## src/rtl/trig_unit_pkg.sv

```systemverilog
// Shared types and sizing for the logic-analyzer trigger unit.
package la_trig_pkg;

    // Number of channel trigger flags ANDed into the trigger condition.
    localparam int NUM_CH     = 5;
    // Width of the post-trigger sample count (trig_pos / trig_cnt).
    localparam int TRIG_POS_W = 9;

    typedef enum logic [1:0] {
        IDLE      = 2'd0,
        TRIGGERED = 2'd1,
        DONE      = 2'd2
    } trig_state_t;

endpackage

```

## src/rtl/trig_unit_if.sv

```systemverilog
// Bundle of trigger inputs and status outputs between capture control and the trigger unit.
interface trig_unit_if;
    import la_trig_pkg::*;

    logic [NUM_CH-1:0]     ch_trig;
    logic                  prot_trig;
    logic                  armed;
    logic                  smpl_en;
    logic [TRIG_POS_W-1:0] trig_pos;
    logic                  clr_trig;
    logic                  triggered;
    logic                  capture_done;
    logic [TRIG_POS_W-1:0] trig_cnt;

    // Capture control side: drives trigger flags and commands, observes status.
    modport master (
        output ch_trig, prot_trig, armed, smpl_en, trig_pos, clr_trig,
        input  triggered, capture_done, trig_cnt
    );

    // Trigger unit side.
    modport slave (
        input  ch_trig, prot_trig, armed, smpl_en, trig_pos, clr_trig,
        output triggered, capture_done, trig_cnt
    );

endinterface

```

## src/rtl/trig_unit_post_cnt.sv

```systemverilog
// Post-trigger sample counter: clears on request, counts enabled strobes,
// and flags the strobe that brings the count up to the limit.
module trig_post_cnt
    import la_trig_pkg::*;
(
    input  logic                  clk,
    input  logic                  rst,
    input  logic                  i_clr,
    input  logic                  i_en,
    input  logic [TRIG_POS_W-1:0] i_limit,
    output logic [TRIG_POS_W-1:0] o_cnt,
    output logic                  o_hit
);

    logic [TRIG_POS_W-1:0] r_cnt;
    logic [TRIG_POS_W-1:0] w_last;

    // The final strobe is the one seen while the count sits one below the limit;
    // the owner stops enabling us afterwards, so the count parks at the limit.
    assign w_last = i_limit - TRIG_POS_W'(1);
    assign o_hit  = i_en & (r_cnt == w_last);
    assign o_cnt  = r_cnt;

    // Count register: clear has priority over counting.
    always_ff @(posedge clk or posedge rst) begin
        if (rst) begin
            r_cnt <= '0;
        end else if (i_clr) begin
            r_cnt <= '0;
        end else if (i_en) begin
            r_cnt <= r_cnt + TRIG_POS_W'(1);
        end
    end

endmodule

```

## src/rtl/trig_unit.sv

```systemverilog
// Trigger qualifier and post-trigger sample counter. Combines channel and
// protocol trigger flags while armed, then counts trig_pos samples and
// reports capture_done until the command side clears the unit.
module trig_unit
    import la_trig_pkg::*;
(
    input  logic   clk,
    input  logic   rst,
    trig_unit_if.slave bus
);

    trig_state_t           r_state;
    trig_state_t           w_state_next;
    logic                  r_trig_set_q;
    logic [TRIG_POS_W-1:0] r_trig_pos_q;
    logic                  w_load_pos;
    logic                  w_cnt_clr;
    logic                  w_cnt_en;
    logic                  w_cnt_hit;
    logic [TRIG_POS_W-1:0] w_cnt;

    // Combine stage: all channel flags, the protocol flag and armed must coincide.
    always_ff @(posedge clk or posedge rst) begin
        if (rst) begin
            r_trig_set_q <= 1'b0;
        end else begin
            r_trig_set_q <= bus.armed & bus.prot_trig & (&bus.ch_trig);
        end
    end

    // State register.
    always_ff @(posedge clk or posedge rst) begin
        if (rst) begin
            r_state <= IDLE;
        end else begin
            r_state <= w_state_next;
        end
    end

    // Next-state logic; clr_trig overrides any trigger or final sample in the same cycle.
    always_comb begin
        w_state_next = r_state;
        w_load_pos   = 1'b0;
        w_cnt_clr    = (r_state == IDLE);
        w_cnt_en     = 1'b0;
        if (bus.clr_trig) begin
            w_state_next = IDLE;
            w_cnt_clr    = 1'b1;
        end else begin
            case (r_state)
                IDLE: begin
                    // Later trigger pulses are ignored once we leave IDLE.
                    if (r_trig_set_q) begin
                        w_load_pos   = 1'b1;
                        w_state_next = (bus.trig_pos == '0) ? DONE : TRIGGERED;
                    end
                end
                TRIGGERED: begin
                    // Strobes are only counted from inside TRIGGERED, so a strobe
                    // coinciding with the trigger transition is not counted.
                    w_cnt_en = bus.smpl_en;
                    if (w_cnt_hit) begin
                        w_state_next = DONE;
                    end
                end
                DONE: begin
                    w_state_next = DONE;
                end
                default: begin
                    w_state_next = IDLE;
                end
            endcase
        end
    end

    // Capture the sample limit at the trigger so later trig_pos changes have no effect.
    always_ff @(posedge clk or posedge rst) begin
        if (rst) begin
            r_trig_pos_q <= '0;
        end else if (bus.clr_trig) begin
            r_trig_pos_q <= '0;
        end else if (w_load_pos) begin
            r_trig_pos_q <= bus.trig_pos;
        end
    end

    trig_post_cnt u_post_cnt (
        .clk     (clk),
        .rst     (rst),
        .i_clr   (w_cnt_clr),
        .i_en    (w_cnt_en),
        .i_limit (r_trig_pos_q),
        .o_cnt   (w_cnt),
        .o_hit   (w_cnt_hit)
    );

    // Status is decoded straight from registered state and count.
    assign bus.triggered    = (r_state == TRIGGERED) || (r_state == DONE);
    assign bus.capture_done = (r_state == DONE);
    assign bus.trig_cnt     = w_cnt;

endmodule

```

## src/flat_wrapper.sv

```systemverilog
// flat-port wrapper written by rule: the top's interface ports become plain ports
module trig_unit_flat import la_trig_pkg::*;
  (clk, rst, bus_ch_trig, bus_prot_trig, bus_armed, bus_smpl_en, bus_trig_pos, bus_clr_trig, bus_triggered, bus_capture_done, bus_trig_cnt);
  trig_unit_if bus_i ();
  input  logic clk;
  input  logic rst;
  input wire logic [$bits(bus_i.ch_trig)-1:0] bus_ch_trig;
  input wire logic [$bits(bus_i.prot_trig)-1:0] bus_prot_trig;
  input wire logic [$bits(bus_i.armed)-1:0] bus_armed;
  input wire logic [$bits(bus_i.smpl_en)-1:0] bus_smpl_en;
  input wire logic [$bits(bus_i.trig_pos)-1:0] bus_trig_pos;
  input wire logic [$bits(bus_i.clr_trig)-1:0] bus_clr_trig;
  output wire logic [$bits(bus_i.triggered)-1:0] bus_triggered;
  output wire logic [$bits(bus_i.capture_done)-1:0] bus_capture_done;
  output wire logic [$bits(bus_i.trig_cnt)-1:0] bus_trig_cnt;
  assign bus_i.ch_trig = bus_ch_trig;
  assign bus_i.prot_trig = bus_prot_trig;
  assign bus_i.armed = bus_armed;
  assign bus_i.smpl_en = bus_smpl_en;
  assign bus_i.trig_pos = bus_trig_pos;
  assign bus_i.clr_trig = bus_clr_trig;
  assign bus_triggered = bus_i.triggered;
  assign bus_capture_done = bus_i.capture_done;
  assign bus_trig_cnt = bus_i.trig_cnt;
  trig_unit u_core (.clk(clk), .rst(rst), .bus(bus_i));
endmodule
```

## config.mk

```make
export PLATFORM = sky130hd
export DESIGN_NAME = trig_unit_flat
export DESIGN_NICKNAME = d
export VERILOG_FILES = /design/src/rtl/trig_unit_pkg.sv /design/src/rtl/trig_unit_if.sv /design/src/rtl/trig_unit_post_cnt.sv /design/src/rtl/trig_unit.sv /design/src/flat_wrapper.sv
export SDC_FILE = /design/constraint.sdc
export NUM_CORES = 1
export LEC_CHECK = 0
export CAP_MARGIN = 5
export CELL_PAD_IN_SITES_DETAIL_PLACEMENT = 1
export CELL_PAD_IN_SITES_GLOBAL_PLACEMENT = 2
export CORE_MARGIN = 2
export CORE_UTILIZATION = 30
export CTS_BUF_LIST = sky130_fd_sc_hd__clkbuf_8
export DETAILED_ROUTE_END_ITERATION = 10
export PLACE_DENSITY_LB_ADDON = 0.1
export SLEW_MARGIN = 10
export SYNTH_ARGS = -nofsm -noshare
export SYNTH_HDL_FRONTEND = slang
export SYNTH_HIERARCHICAL = 1
export SYNTH_SLANG_ARGS = --single-unit
export TNS_END_PERCENT = 20
```

## constraint.sdc

```tcl
create_clock -name clk -period 2.9 [get_ports clk]
set_input_delay 0.58 -clock clk [delete_from_list [all_inputs] [get_ports clk]]
set_output_delay 0.58 -clock clk [all_outputs]
set_load 0.1 [all_outputs]
```

# After elaboration in Yosys (flattened, before gate mapping)
# Index checks and enable logic that the tools add are counted.
# totals
reg_bits	21
out_inout_bits	11
word_cells	36
# classes
addsub	2
eq_ne	5
n_mux	15
bitwise	3
n_reduce_logical	7
# op_table
cell	n
2-to-1 mux 9 bit	4
adder 9 x 1 -> 9 bit, second input constant	1
== test 9 bit	1
logical NOT 9 bit	1
subtractor 9 x 1 -> 9 bit, second input constant	1
2-to-1 mux 2 bit	4
2-to-1 mux 1 bit	6
case mux 2 bit (3 select lines)	1
AND reduction 5 bit	1
nonzero test 2 bit	2
bitwise AND 1 bit	3
inequality test 3 x 2 -> 1 bit, second input constant	1
inequality test 3 bit, second input constant	1
== test 2 x 1 -> 1 bit, second input constant	1
== test 2 bit, second input constant	1
logical NOT 2 bit	1
AND reduction 2 bit	1
logical OR 1 bit	1

# Depth between registers and ports, before layout
# Gate-level depths: netlist (run 1).
# logic_depth
depth_word	7
mapped_depth	10
depth_no_buf	10

# Modules after synthesis
# The synthesis (run 1) kept the hierarchy.
# modules_own_cells
module	n_inst	cells_each	area_each_um2	seq_area_each_um2
trig_post_cnt	1	81	705.7	225.2
trig_unit	1	69	619.3	300.3

# Worst setup path before layout (run 1)
# No wires, ideal clock.
# synth_path
path_kind	register to register
startpoint	register u_core.u_post_cnt.r_cnt[4] (netlist: u_core/u_post_cnt/o_cnt[4])
endpoint	register u_core.r_state[1]
setup_ns	0.083
arrival_ns	2.562
required_time_ns	2.817
path_slack_ns	0.255
stages_incl_launch_ff	10
period_less_slack_ns	2.645
cell_sequence	dfrtp_1 -> clkbuf_2 -> xnor2_1 -> a21oi_1 -> o2111ai_1 -> nor3_1 -> o311a_1 -> nor2b_4 -> or4_1 -> o22ai_2
# synth_via
elab_chain_len	4
# synth_rtl
element	line_no	rtl
from (decl)	trig_unit_post_cnt.sv:15	logic [TRIG_POS_W-1:0] r_cnt;
from (signal assigned)	trig_unit_post_cnt.sv:31	r_cnt <= r_cnt + TRIG_POS_W'(1);
== test 9 bit	trig_unit_post_cnt.sv:21	assign o_hit = i_en & (r_cnt == w_last);
bitwise AND 1 bit	trig_unit_post_cnt.sv:21	
named net u_core.w_cnt_hit	trig_unit.sv:19	logic w_cnt_hit;
inequality test 3 bit (no source line)	-	
AND reduction 2 bit (no source line)	-	
to (signal assigned)	trig_unit.sv:36	r_state <= w_state_next;
to (decl)	trig_unit.sv:12	trig_state_t r_state;
# The timed path passes the listed nets, and every way through them passes these cells.
# A chain may end at the register's enable or synchronous reset.

# Final worst setup path (run 1)
# layout_path
startpoint	register u_core.r_trig_pos_q[0]
endpoint	register u_core.r_state[1]
# layout_via
elab_chain_len	5
# layout_rtl
element	line_no	rtl
from (decl)	trig_unit.sv:15	logic [TRIG_POS_W-1:0] r_trig_pos_q;
from (signal assigned)	trig_unit.sv:83	r_trig_pos_q <= bus.trig_pos;
subtractor 9 x 1 -> 9 bit	trig_unit_post_cnt.sv:20	assign w_last = i_limit - TRIG_POS_W'(1);
== test 9 bit	trig_unit_post_cnt.sv:21	
bitwise AND 1 bit	trig_unit_post_cnt.sv:21	
named net u_core.w_cnt_hit	trig_unit.sv:19	
inequality test 3 bit (no source line)	-	
AND reduction 2 bit (no source line)	-	
# The timed path passes the listed nets, and every way through them passes these cells.

==> flow_summary.ini, run 1 <==
[run_status]
status = finished, final reports clean

[worst_setup_path]
crit_slowest_cell = or4_1
worstPathArrival_ps = 2740
path_class = flop to flop
critPathTopFamily = simple AND/OR/NAND/NOR gates
timing.rr.start = u_core/r_trig_pos_q[0]
cp_num_buf_inv = 1
timing.rr.end = u_core/r_state[1]
max_stage_delay_ps = 490
worst-path-stages = 9
rrSetupSlack_ps = 350
endpoint = u_core/r_state[1]
path_cells = inv_1 -> ha_1 -> nor3b_1 -> o2111ai_1 -> nor3_1 -> o311a_1 -> nor2b_4 -> or4_1 -> o22ai_2
startpoint = u_core/r_trig_pos_q[0]
end_kind = flop
crit_fanout = 7
cp.required_ps = 3090
r2r_cells = 9
crit_path_start_kind = flop

[logic_synthesis]
synth-async-reset-ratio_pct = 100
syn-num-nets = 176
synth_seq_cells = 21
ys_warn_count = 6
synth_area_sq_um = 1330
syn_avg_cell_area_sq_um = 8.83
synth_edf_count = 0
synthesis.instances = 150
seq_area_frac_synth_pct = 39.7
synthDistinctLibCells = 37
synth-main-ff-cell = dfrtp_1

[floorplanning]
dieArea_sq_um = 4960
initial_core_util_pct = 30.9
ioPinCount = 31
fp-row-count = 24
core_area_sq_um = 4290
die_h_um = 70.5
dieWidth_um = 70.5

[routing]
first_iter_violations = 43
antenna_left = 0
route.vias.total = 1174
routed_wirelength_mm = 3.48
first_pass_iters = 4
via_per_inst = 5.08
post_drt_wl_per_cell_um = 15.1
drc = 0

[timing]
rsz0062_at_grt = no
skew_ps = 3.08
setup_viol = 0
fin_ws_ps = 348
worst_pin_slew_ps = 560
maxSlewHeadroom_pct = 62.3
hold_viol_final = 0
post-route-period-util_pct = 88.0
setup-tns-final_ps = 0
report.final.slew_viol_count = 0
clock.fmax_ghz = 0.392
period_minus_slack_ps = 2550

[clocking]
cts_resized = 0
hold_buffers = 0
root_buffer = clkbuf_8
cts_made_buffers = 3
cts_max_path_buffers = 2
cts_max_level = 1
cts_tree = done
clkLatencyLatePin_ps = 260
clock_sinks = 21
clkSlewWorstSetupHoldPaths_ps = 80
cts_setup_buffers = 0

[global_routing]
grt.total_usage_pct = 14.4
grt_pass1_vias = 1227
grt_first_pass_wirelength_mm = 5.71
grt_max_degree = 13
antenna_found_initial = 0
grt-ovfl-total = 0

[final_layout]
antenna_cells = 0
area_growth_pct = 27.6
final_util_pct = 39.4
fillers = 520
layout_commonest_cell = nand2_1
final_cell_mix = nand2_1, dfrtp_1, clkdlybuf4s50_1
fin_nets = 206
final_layout_size_suffix_gt1_share_pct = 12.3

[pwr]
power.total_mw = 0.538
power_density_nw_per_um2 = 318
leakage_nw = 0.708
vdd.ir_drop.worst_mv = 0.143

[job]
cap_violations = 0

[placed_design]
portBuffers = 30
dp_hpwl_mm = 2.76
place_congestion = 0.733
place_ws_ps = 215

[hold_path]
hold_class = flop to flop
## where the power goes
part           leakage [nW]  internal [mW]  switching, mW
registers             0.293          0.293       0.000900
clock network        0.0269         0.0945         0.0992
logic                 0.387         0.0284         0.0218
## synth_stat cells (2+ instances only)
| cell | instances | area share [%] |
|---|---|---|
| nor4_1 | 2 | 0.94 |
| o21ai_0 | 4 | 1.5 |
| clkbuf_1 | 4 | 1.1 |
| inv_1 | 7 | 2.0 |
| o2111ai_1 | 2 | 1.3 |
| ha_1 | 6 | 5.7 |
| nor3b_1 | 3 | 1.7 |
| xor2_1 | 10 | 6.6 |
| nand2_1 | 24 | 6.8 |
| nor2_1 | 11 | 3.1 |
| dfrtp_1 | 21 | 40 |
| nand4_1 | 4 | 1.9 |
| nor3_1 | 4 | 1.5 |
| nand3_1 | 5 | 1.9 |
| a21oi_1 | 12 | 4.5 |
| or3_1 | 2 | 0.94 |
| nor4b_1 | 2 | 1.3 |
| xnor2_1 | 8 | 5.3 |
## state kept, by name (all words and copies together), names as in the netlist
name / count
u_core/r_state: 2
u_core/r_trig_pos_q: 9
u_core/r_trig_set_q: 1
u_core/u_post_cnt/o_cnt: 9
## through the flow
step                      hold WS, ps  instance area, sq um  instances
after floorplan                   408                  1330        150
after global routing              607                  1690        231
final                             562                  1690        231
after global placement            545                  1650        227
after detailed placement          558                  1650        227
after CTS                         570                  1690        231
## routing by layer
layer / track usage [%] / share of wire (%) / vias to the layer above
met4: 3.21 / 0.86 / 0
li1: - / - / 574
met2: 24.7 / 49 / 20
met1: 18.9 / 47 / 576
met3: 2.16 / 2.8 / 4
met5: 0 / 0 / -
## cell type report
type | count | area [sq um] | area share (%)
clock buffers | 3 | 41.3 | 2.44
clock inverters | 1 | 3.75 | 0.222
inverters | 7 | 26.3 | 1.55
multi-input cells | 116 | 748 | 44.3
flip-flops and latches | 21 | 526 | 31.1
well taps | 52 | 65.1 | 3.85
repair buffers | 31 | 280 | 16.6
## worst register-to-register path, cell delays in order, from the launching register on
cell       delay (ps)
dfrtp_1           460
inv_1              90
ha_1              320
nor3b_1           310
o2111ai_1         160
nor3_1            230
o311a_1           260
nor2b_4            60
or4_1             490
o22ai_2           120
## worst min path at each step
stage                                 startpoint                    endpoint  cells past startpoint
after floorplan                              rst  u_core/u_post_cnt/o_cnt[0]                      1
after global placement    u_core/r_trig_pos_q[8]      u_core/r_trig_pos_q[8]                      2
after detailed placement  u_core/r_trig_pos_q[8]      u_core/r_trig_pos_q[8]                      2
after CTS                 u_core/r_trig_pos_q[8]      u_core/r_trig_pos_q[8]                      2
after global routing      u_core/r_trig_pos_q[8]      u_core/r_trig_pos_q[8]                      2
final                     u_core/r_trig_pos_q[8]      u_core/r_trig_pos_q[8]                      2
## cells by family (layout without fill, tap and decap cells)
group	Yosys count	after routing	synth area share, %
AOI/OAI and AO/OA	25	25	11.8
adders and majority gates	6	6	5.67
muxes	1	1	0.755
xor gates and xnor gates	19	19	13.1
and+or+nand+nor	65	65	25.1
buffers and inverters	13	42	3.87
DFF	21	21	39.7
No activity file was read; power rests on OpenSTA's default activity.
==> inputs of run 2 (changes only) <==
==> constraint.sdc (replaced) <==
create_clock -name clk -period 2.9 [get_ports clk]
set_input_delay 0.58 -clock clk [delete_from_list [all_inputs] [get_ports clk]]
set_output_delay 0.58 -clock clk [all_outputs]
set_load 0.02 [all_outputs]
==> run 2 against run 1 <==
Effect of this change: via count down 1.0%; critical endpoint unchanged; core utilization up 0.67 points; count of clock-buffer cells in the layout did not move; sequential power about the same; cell count unchanged; largest cell class unchanged; combinational power shrank 1%; routed wire length rose by 1.7%; worst setup slack worse by 13 ps; non-clock buffer count stayed put.
==> flow_summary.ini, run 2 (synthesized netlist as in run 1, its figures left out) <==
[run_status]
status = finished, final reports clean

[global_routing]
grt_max_degree = 13
grt.total_usage_pct = 14.8
antenna_found_initial = 0
grt-ovfl-total = 0
grt_first_pass_wirelength_mm = 5.79
grt_pass1_vias = 1203

[hold_path]
hold_class = flop to flop
hold_start = u_core/r_trig_pos_q[8]
hold_path_depth = 2
whs_endpoint = u_core/r_trig_pos_q[8]

[clocking]
cts_setup_buffers = 0
clkSlewWorstSetupHoldPaths_ps = 80
root_buffer = clkbuf_8
cts_resized = 0
cts_made_buffers = 3
cts_tree = done
clock_sinks = 21
cts_max_path_buffers = 2
clkLatencyLatePin_ps = 260
hold_buffers = 0
cts_max_level = 1

[worst_setup_path]
timing.rr.end = u_core/r_state[1]
worstPathArrival_ps = 2760
rrSetupSlack_ps = 330
timing.rr.start = u_core/r_trig_pos_q[0]
path_class = flop to flop
crit_fanout = 7
end_kind = flop
crit_path_start_kind = flop
cp.required_ps = 3090
r2r_cells = 9

[routing]
first_pass_iters = 4
routed_wirelength_mm = 3.54
route.vias.total = 1162
drc = 0
via_per_inst = 5.03
first_iter_violations = 32
post_drt_wl_per_cell_um = 15.3
antenna_left = 0

[final_layout]
final_cell_mix = clkdlybuf4s50_1, nand2_1, dfrtp_1
final_util_pct = 40.0
layout_commonest_cell = clkdlybuf4s50_1
area_growth_pct = 29.7
design_area_sq_um = 1720
final_layout_size_suffix_gt1_share_pct = 6.70
antenna_cells = 0
fillers = 519
fin_nets = 206

[pwr]
vdd.ir_drop.worst_mv = 0.140
leakage_nw = 0.683
power_density_nw_per_um2 = 314

[timing]
worst_pin_slew_ps = 569
fin_ws_ps = 334
skew_ps = 4.94
rsz0062_at_grt = no
hold_viol_final = 0
clock.fmax_ghz = 0.390
period_minus_slack_ps = 2570
setup_viol = 0
post-route-period-util_pct = 88.5
setup-tns-final_ps = 0
maxSlewHeadroom_pct = 61.7
report.final.slew_viol_count = 0
hold_ws_ps = 553

[job]
cap_violations = 0

[placed_design]
postPlaceCellArea_sq_um = 1670
portBuffers = 30
place_ws_ps = 231
place_congestion = 0.765
dp_hpwl_mm = 2.76

[floorplanning]
fp-row-count = 24
dieWidth_um = 70.5
die_h_um = 70.5
dieArea_sq_um = 4960
core_area_sq_um = 4290
ioPinCount = 31
initial_core_util_pct = 30.9
-- run 2: where the power goes --
group,internal (mW),switching [mW]
clock network,0.0958,0.100
registers,0.293,0.000892
logic,0.0285,0.0213
-- run 2: worst max-delay path by stage --
stage,startpoint,end,depth (start not counted)
2_1_floorplan,u_core/r_state[1],u_core/r_state[1],10
3_3_place_gp,bus_clr_trig,u_core/r_state[1],9
3_5_place_dp,bus_clr_trig,u_core/r_state[1],9
4_1_cts,u_core/r_trig_pos_q[0],u_core/r_state[1],10
6_report,u_core/r_trig_pos_q[0],u_core/r_state[1],9
5_1_grt,u_core/r_trig_pos_q[0],u_core/r_state[1],10
-- run 2: layer usage --
metal	GRT usage, %	up-vias	part of all wire (%)
met1	19.8	563	46
met2	24.7	22	50
met4	4.49	0	1.0
met3	1.88	4	2.7
met5	0	-	0
li1	-	573	-
-- run 2: metrics by stage --
step / power, mW / std cells
3_5_place_dp: 0.351 / 227
2_1_floorplan: 0.315 / 150
6_report: 0.540 / 231
4_1_cts: 0.553 / 231
3_3_place_gp: 0.349 / 227
5_1_grt: 0.569 / 231
-- run 2: cell type report --
cell class	instances	area [sq um]	share of cell area, %
clock inverter	1	5.00	0.291
inverter	7	26.3	1.53
tap	52	65.1	3.78
timing repair buffer	31	308	17.9
sequential	21	526	30.6
multi-input combinational	116	748	43.5
clock buffer	3	41.3	2.40
-- run 2: critical path, stage by stage, from the launching register on --
cell	delay [ps]
dfrtp_1	470
inv_1	70
ha_1	300
nor4_1	340
a32oi_1	90
nor3b_1	300
o311a_1	260
nor2b_4	60
or4_1	480
o22ai_2	130
